==> config.mk <==
export PLATFORM = sky130hd
export DESIGN_NAME = ldw_fetch_unit
export DESIGN_NICKNAME = d
export VERILOG_FILES = /design/src/rtl/ldw_fetch_unit.sv
export SDC_FILE = /design/constraint.sdc
export NUM_CORES = 1
export LEC_CHECK = 0
export CORE_MARGIN = 2
export CORE_UTILIZATION = 35
export CTS_BUF_LIST = sky130_fd_sc_hd__clkbuf_8
export DETAILED_ROUTE_END_ITERATION = 8
export PLACE_DENSITY = 0.59
export SLEW_MARGIN = 25
export SYNTH_ARGS = -nofsm -noshare
export SYNTH_HDL_FRONTEND = slang
export SYNTH_SLANG_ARGS = --single-unit
==> constraint.sdc <==
create_clock -name clock -period 3 [get_ports clock]
set_input_delay 0.3 -clock clock [delete_from_list [all_inputs] [get_ports clock]]
set_output_delay 0.3 -clock clock [all_outputs]
set_load 0.05 [all_outputs]
==> src/rtl/ldw_fetch_unit.sv <==
// IF stage + IF/ID register: req/ack instruction fetch, 1-entry hold buffer, delay-slot redirects.
// Optional FETCH_PERF_CNT_EN adds fetch_cnt/bubble_cnt delivery counters.
module ldw_fetch_unit #(
  parameter logic [31:0] RESET_PC = 32'h0000_0000
) (
  input  logic        clock,
  input  logic        resetn,
  output logic        imem_req,
  output logic [31:0] imem_addr,
  input  logic        imem_ack,
  input  logic [31:0] imem_rdata,
  input  logic        nostall,
  input  logic [1:0]  pcsource,
  input  logic [31:0] bpc,
  input  logic [31:0] rpc,
  input  logic [31:0] jpc,
  output logic [31:0] d_inst,
  output logic [31:0] d_pc4,
  output logic        d_valid
`ifdef FETCH_PERF_CNT_EN
  ,
  output logic [31:0] fetch_cnt,
  output logic [31:0] bubble_cnt
`endif
);

  typedef enum logic [1:0] {S_IDLE, S_FETCH, S_HOLD} state_t;

  state_t      r_state, w_state_nxt;
  logic [31:0] r_pc, r_tgt, r_hold_inst, r_hold_pc4;
  logic [31:0] r_d_inst, r_d_pc4;
  logic        r_tgt_valid, r_d_valid;

  logic        w_ack, w_redirect, w_direct, w_from_hold, w_deliver;
  logic [31:0] w_target, w_pc4;

  always_comb begin
    w_pc4       = r_pc + 32'd4;
    w_ack       = (r_state == S_FETCH) && imem_ack;
    w_redirect  = r_d_valid && nostall && (pcsource != 2'b00);
    w_from_hold = (r_state == S_HOLD) && nostall;
    w_direct    = w_ack && (!r_d_valid || nostall);
    w_deliver   = w_from_hold || w_direct;
    case (pcsource)
      2'b01:   w_target = bpc;
      2'b10:   w_target = rpc;
      default: w_target = jpc;
    endcase
  end

  always_comb begin
    w_state_nxt = r_state;
    case (r_state)
      S_IDLE:  w_state_nxt = S_FETCH;
      S_FETCH: if (w_ack && !w_direct) w_state_nxt = S_HOLD;
      S_HOLD:  if (nostall) w_state_nxt = S_FETCH;
      default: w_state_nxt = S_IDLE;
    endcase
  end

  always_ff @(posedge clock or negedge resetn) begin
    if (!resetn) r_state <= S_IDLE;
    else         r_state <= w_state_nxt;
  end

  // A redirect seen before the delay-slot word arrives is parked in r_tgt
  // so the outstanding request keeps a stable address until ack.
  always_ff @(posedge clock or negedge resetn) begin
    if (!resetn) begin
      r_pc        <= RESET_PC;
      r_tgt       <= '0;
      r_tgt_valid <= 1'b0;
    end else if (w_ack) begin
      r_pc        <= w_redirect ? w_target : (r_tgt_valid ? r_tgt : w_pc4);
      r_tgt_valid <= 1'b0;
    end else if ((r_state == S_FETCH) && w_redirect) begin
      r_tgt       <= w_target;
      r_tgt_valid <= 1'b1;
    end else if ((r_state == S_HOLD) && w_redirect) begin
      r_pc        <= w_target;
    end
  end

  always_ff @(posedge clock or negedge resetn) begin
    if (!resetn) begin
      r_hold_inst <= '0;
      r_hold_pc4  <= '0;
    end else if (w_ack && !w_direct) begin
      r_hold_inst <= imem_rdata;
      r_hold_pc4  <= w_pc4;
    end
  end

  always_ff @(posedge clock or negedge resetn) begin
    if (!resetn) begin
      r_d_inst  <= '0;
      r_d_pc4   <= '0;
      r_d_valid <= 1'b0;
    end else if (w_from_hold) begin
      r_d_inst  <= r_hold_inst;
      r_d_pc4   <= r_hold_pc4;
      r_d_valid <= 1'b1;
    end else if (w_direct) begin
      r_d_inst  <= imem_rdata;
      r_d_pc4   <= w_pc4;
      r_d_valid <= 1'b1;
    end else if (nostall) begin
      r_d_inst  <= '0;
      r_d_valid <= 1'b0;
    end
  end

`ifdef FETCH_PERF_CNT_EN
  logic [31:0] r_fetch_cnt, r_bubble_cnt;

  always_ff @(posedge clock or negedge resetn) begin
    if (!resetn) begin
      r_fetch_cnt  <= '0;
      r_bubble_cnt <= '0;
    end else if (w_deliver) begin
      r_fetch_cnt  <= r_fetch_cnt + 32'd1;
    end else if (nostall) begin
      r_bubble_cnt <= r_bubble_cnt + 32'd1;
    end
  end

  assign fetch_cnt  = r_fetch_cnt;
  assign bubble_cnt = r_bubble_cnt;
`endif

  assign imem_req  = (r_state == S_FETCH);
  assign imem_addr = r_pc;
  assign d_inst    = r_d_inst;
  assign d_pc4     = r_d_pc4;
  assign d_valid   = r_d_valid;

endmodule

Word-level counts from Yosys, hierarchy flattened --
Cells that the tools add are included.
Cells by class: add/sub/neg operators 1, equality and inequality tests 7, reduce and logical (&&, ||, !) cells 20, mux-type cells 19, bitwise operators 1
Operators with widths (count):
- 32-bit two-way mux | 10
- 32-bit case mux with 2 select lines | 1
- 32-bit by 3-bit adder with 32-bit output, second input constant | 1
- 1-bit logical AND | 8
- 2-bit nonzero test | 4
- 2-bit case mux with 3 select lines | 1
- 2-bit AND reduction | 3
- 1-bit two-way mux | 5
- 2-bit by 1-bit == test with 1-bit output, second input constant | 2
- 2-bit == test, second input constant | 2
- 2-bit two-way mux | 2
- 2-bit inequality test, second input constant | 2
- 3-bit nonzero test | 1
- 1-bit zero test | 2
- 2-bit zero test | 1
- 2-bit by 1-bit inequality test with 1-bit output, second input constant | 1
- 1-bit logical OR | 1
- 1-bit NOT | 1
Word-level totals: input port bits 134, flip-flop bits (word level) 196, output and inout bits 98, word-level logic and storage cells 57

Logic depth before layout (Yosys ltp) --
depth after elaboration 7, gate-level depth with buffers 10, mapped depth without buffers 7

Least setup slack after synthesis --
Ideal clock, no wire load.
kind reg2reg, from register r_pc[2] (netlist: imem_addr[2]), to register r_pc[20] (netlist: imem_addr[20]), setup slack 0.594 ns, stages on the path, launching flop included 7, clock period less this slack 2.406 ns, data arrival time 2.284 ns, setup time 0.122 ns, buffers on the path 0, data required time 2.878 ns, cells stage by stage dfrtp_1 -> ha_1 -> nand4_4 -> nor4_4 -> nand3_1 -> o31a_1 -> o22a_1
On the way: longest elaborated chain between the ends 4
RTL lines:
- from (decl) | RTL line 30 | logic [31:0] r_pc, r_tgt, r_hold_inst, r_hold_pc4;
- from (signal assigned) | RTL line 74 | r_pc <= w_redirect ? w_target : (r_tgt_valid ? r_tgt : w_pc4);
- from (signal assigned) | RTL line 80 | r_pc <= w_target;
- 32-bit by 3-bit adder with 32-bit output | RTL line 38 | w_pc4 = r_pc + 32'd4;
- 32-bit two-way mux (2 in series) | RTL line 74
- 32-bit two-way mux | RTL line 73 | end else if (w_ack) begin
Every way passes these cells. A chain may end at the register's enable or synchronous reset.

Final worst setup path --
from register r_state[0], to output port imem_req
On the way: longest elaborated chain between the ends 1
RTL lines:
- from (decl) | RTL line 29 | state_t r_state, w_state_nxt;
- from (signal assigned) | RTL line 63 | else r_state <= w_state_nxt;
- 2-bit by 1-bit == test with 1-bit output | RTL line 131 | assign imem_req = (r_state == S_FETCH);
- to (decl) | RTL line 8 | output logic imem_req,
Every way passes these cells.

==> results_dict.tcl <==
set metrics [dict create \
    syn_area_per_cell_um2 9.70 \
    worstMarginPinSlew_ns 0.726 \
    synth_seq_cells 196 \
    synth_top_area_cell "dfrtp_1" \
    sequentialPowerShare_pct 39.2 \
    netlist_area_um2 9630 \
    root_buffer "clkbuf_8" \
    gr-usage-met3_pct 4.63 \
    seq_area_frac_synth_pct 50.9 \
    ant_nets 0 \
    layout-drive-gt1-share_pct 8.81 \
    drc 0 \
    met1_usage_pct 28.9 \
    grt_pass1_vias 8144 \
    first_pass_iters 5 \
    rsz0062_at_grt "false" \
    vias 8420 \
    setup_ws_ns 0.622 \
    syn_inst 993 \
    synth.area.top_cells "dfrtp_1 51%, nand2_1 7.8%, o21ai_0 5.7%, a22oi_1 4.2%, a221o_1 3.7%" \
    r2r_cells 6 \
    finalSetupTns_ns 0 \
    top_level_ports 232 \
    power.total_mw 11.9 \
    finalWeightedCongestion 0.801 \
    antenna_found_initial 0 \
    top_usage_layer "met2" \
    cp.required_ns 2.70 \
    hold_violations 0 \
    power_density_nw_per_um2 929 \
    critPathArrivalTime_ns 2.08 \
    core_um2 27000 \
    finalWirelength_mm 29.0 \
    comb_power_share_pct 46.5 \
    avgRoutedWirePerCell_um 18.6 \
    p_leak_nw 5.63 \
    drtIter0Drc 656 \
    post-place-ws_ns 0.386 \
    swShare_pct 46.1 \
    dieArea_um2 28900 \
    rr_endpoint "d_pc4[30]" \
    die_w_um 170 \
    holdPathEnd "r_hold_inst[26]" \
    overflow 0 \
    yosys_warnings 0 \
    synth_edf_count 0 \
    numCtsBuffers 17 \
    finalClockSkew_ns 0.0214 \
    holdCritPathClass "input pin to flip-flop" \
    clkPwrFrac_pct 14.3 \
    cap_violations 0 \
    max_slew_margin_pct 51.6 \
    netlist.area_leader.share_pct 50.9 \
    min_period_ns 2.38 \
    outcome "completed" \
    grt_pass1_wl_mm 45.6 \
    avgViaCountPerCell 5.41 \
    startpoint "r_state[0]" \
    synth_nets 1131 \
    fin_crit_sh_pct 79.3 \
    timing.final.max_slew_violations 0 \
    dp_hpwl_mm 20.6 \
    vdd_drop_max_uv 490 \
    path_clk_slew_ns 0.11 \
    portBuffers 231 \
    r2r_slack_ns 0.70 \
    synth_top_flop_cell "dfrtp_1" \
    path_class "flip-flop to primary output" \
    flow.area_growth_from_synthesis_pct 32.9 \
    track_usage_pct 20.4 \
    setup_viol 0 \
    rr_startpoint "imem_addr[3]" \
    cts_tree "built" \
    clock_latency_ns 0.48 \
    htreeDepth 4 \
    grt_max_degree 84 \
    fin_nets 1340 \
    critPathCaptureType "primary output" \
    crit_fanout 5 \
    min_delay_path_depth 3 \
    synth.distinct_cells 62 \
    hold_start "imem_rdata[26]" \
    internal_power_mw 6.41 \
    n_antenna_cell 0 \
    rows 60 \
    initial_utilization_pct 35.7 \
    switchingPower_mw 5.48 \
    async_flop_share_pct 100 \
    critPathLaunchType "flip-flop" \
    grtUsageMet2_pct 31.7 \
    clock_sink_count 196 \
    fp.dieH_um 170 \
    max_freq_mhz 421 \
    cts_buffer_depth 2 \
]
-- how the worst max path moves through the flow --
stage                     to
6_report            imem_req
4_1_cts             imem_req
3_5_place_dp   imem_addr[29]
3_3_place_gp    imem_addr[0]
2_1_floorplan  imem_addr[20]
5_1_grt            d_pc4[30]
-- power groups by stage --
stage	Combinational, mW	Clock (mW)	Sequential [mW]
after global placement	5.50	0	4.69
after detailed placement	5.56	0	4.71
final	5.53	1.70	4.66
after floorplan	2.03	0	6.09
after global routing	5.95	1.88	4.82
after CTS	5.58	1.76	4.66
-- routing by layer --
layer	wire length (um)	vias to the layer above
li1	-	3997
met1	13500	4087
met2	13100	308
met3	1910	28
met4	434	0
met5	0	-
-- Yosys cell counts (3+ instances only) --
master    instances
a22o_1            6
ha_1              4
inv_1            13
nand3b_1          3
nand2b_1          8
nand3_1          13
o21a_1            9
or3_1             4
o211ai_1          5
nor3_1            4
and4_1            3
xnor2_1          21
and2_1            3
nand4_1           7
a221o_1          36
nor2_1           38
nand2_1         199
o2bb2a_1          4
clkbuf_1         60
o21ai_1           3
dfrtp_1         196
and3_1           39
buf_2             8
a31oi_1           9
buf_1             3
nor4_4            7
a22oi_1          54
mux2i_1          11
o21ai_0         109
mux2_2           18
a21oi_1          37
o22a_1            8
o211a_1           4
xor2_1            6
-- worst max-delay path, stage by stage, from the launching register on --
cell,delay [ns]
dfrtp_1,0.47
nor2b_1,0.28
clkdlybuf4s50_1,0.87
-- stage by stage --
step                      hold slack, ns  util [%]  cell area (um2)  std cells
after global placement             0.393      46.0            12400       1523
after floorplan                  0.00441         -             9630        993
final                              0.371      47.5            12800       1556
after CTS                          0.340      47.5            12800       1556
after global routing               0.363      47.5            12800       1556
after detailed placement           0.408      46.0            12400       1523
-- placed cells by master (no fill, tap or decap), drive strengths merged, types with 5 or more instances in the layout --
master / netlist / layout
a21oi: 37 / 37
a221o: 36 / 36
a22o: 6 / 6
a22oi: 54 / 54
a31oi: 9 / 9
and3: 39 / 39
buf: 13 / 32
clkbuf: 61 / 21
clkdlybuf4s50: 0 / 230
clkinv: 0 / 8
dfrtp: 196 / 196
inv: 13 / 17
mux2: 18 / 18
mux2i: 11 / 11
nand2: 199 / 199
nand2b: 8 / 8
nand3: 13 / 13
nand4: 10 / 10
nor2: 40 / 40
nor3: 5 / 5
nor4: 9 / 9
o211ai: 5 / 5
o21a: 9 / 9
o21ai: 112 / 112
o22a: 8 / 8
xnor2: 21 / 21
xor2: 6 / 6
-- logic make-up after synthesis --
family / synth area share [%]
fa+ha+maj: 0.520
buf+inv: 3.59
mux: 3.25
flops: 50.9
xor+xnor: 2.46
simple gates: 18.1
compound gates: 21.2
-- registers in the layout, indices dropped and copies added, names as in the netlist --
signal	cells
r_hold_inst	32
d_valid	1
imem_addr	32
r_tgt_valid	1
r_tgt	32
d_inst	32
r_hold_pc4	32
r_state	2
d_pc4	32
-- layout make-up --
cell class	count	area (um2)
timing repair buffer	264	2620
clock buffer	20	275
inverter	13	48.8
sequential	196	4900
multi-input combinational	710	4400
tap	341	427
fill	2575	14200
clock inverter	12	123
-- what timing repair did --
action                    CTS  global route
buffers inserted            0             0
hold endpoints to repair   78             0
resized for setup           0             0
hold buffers                1             0
(Power assumes the default switching activity.)
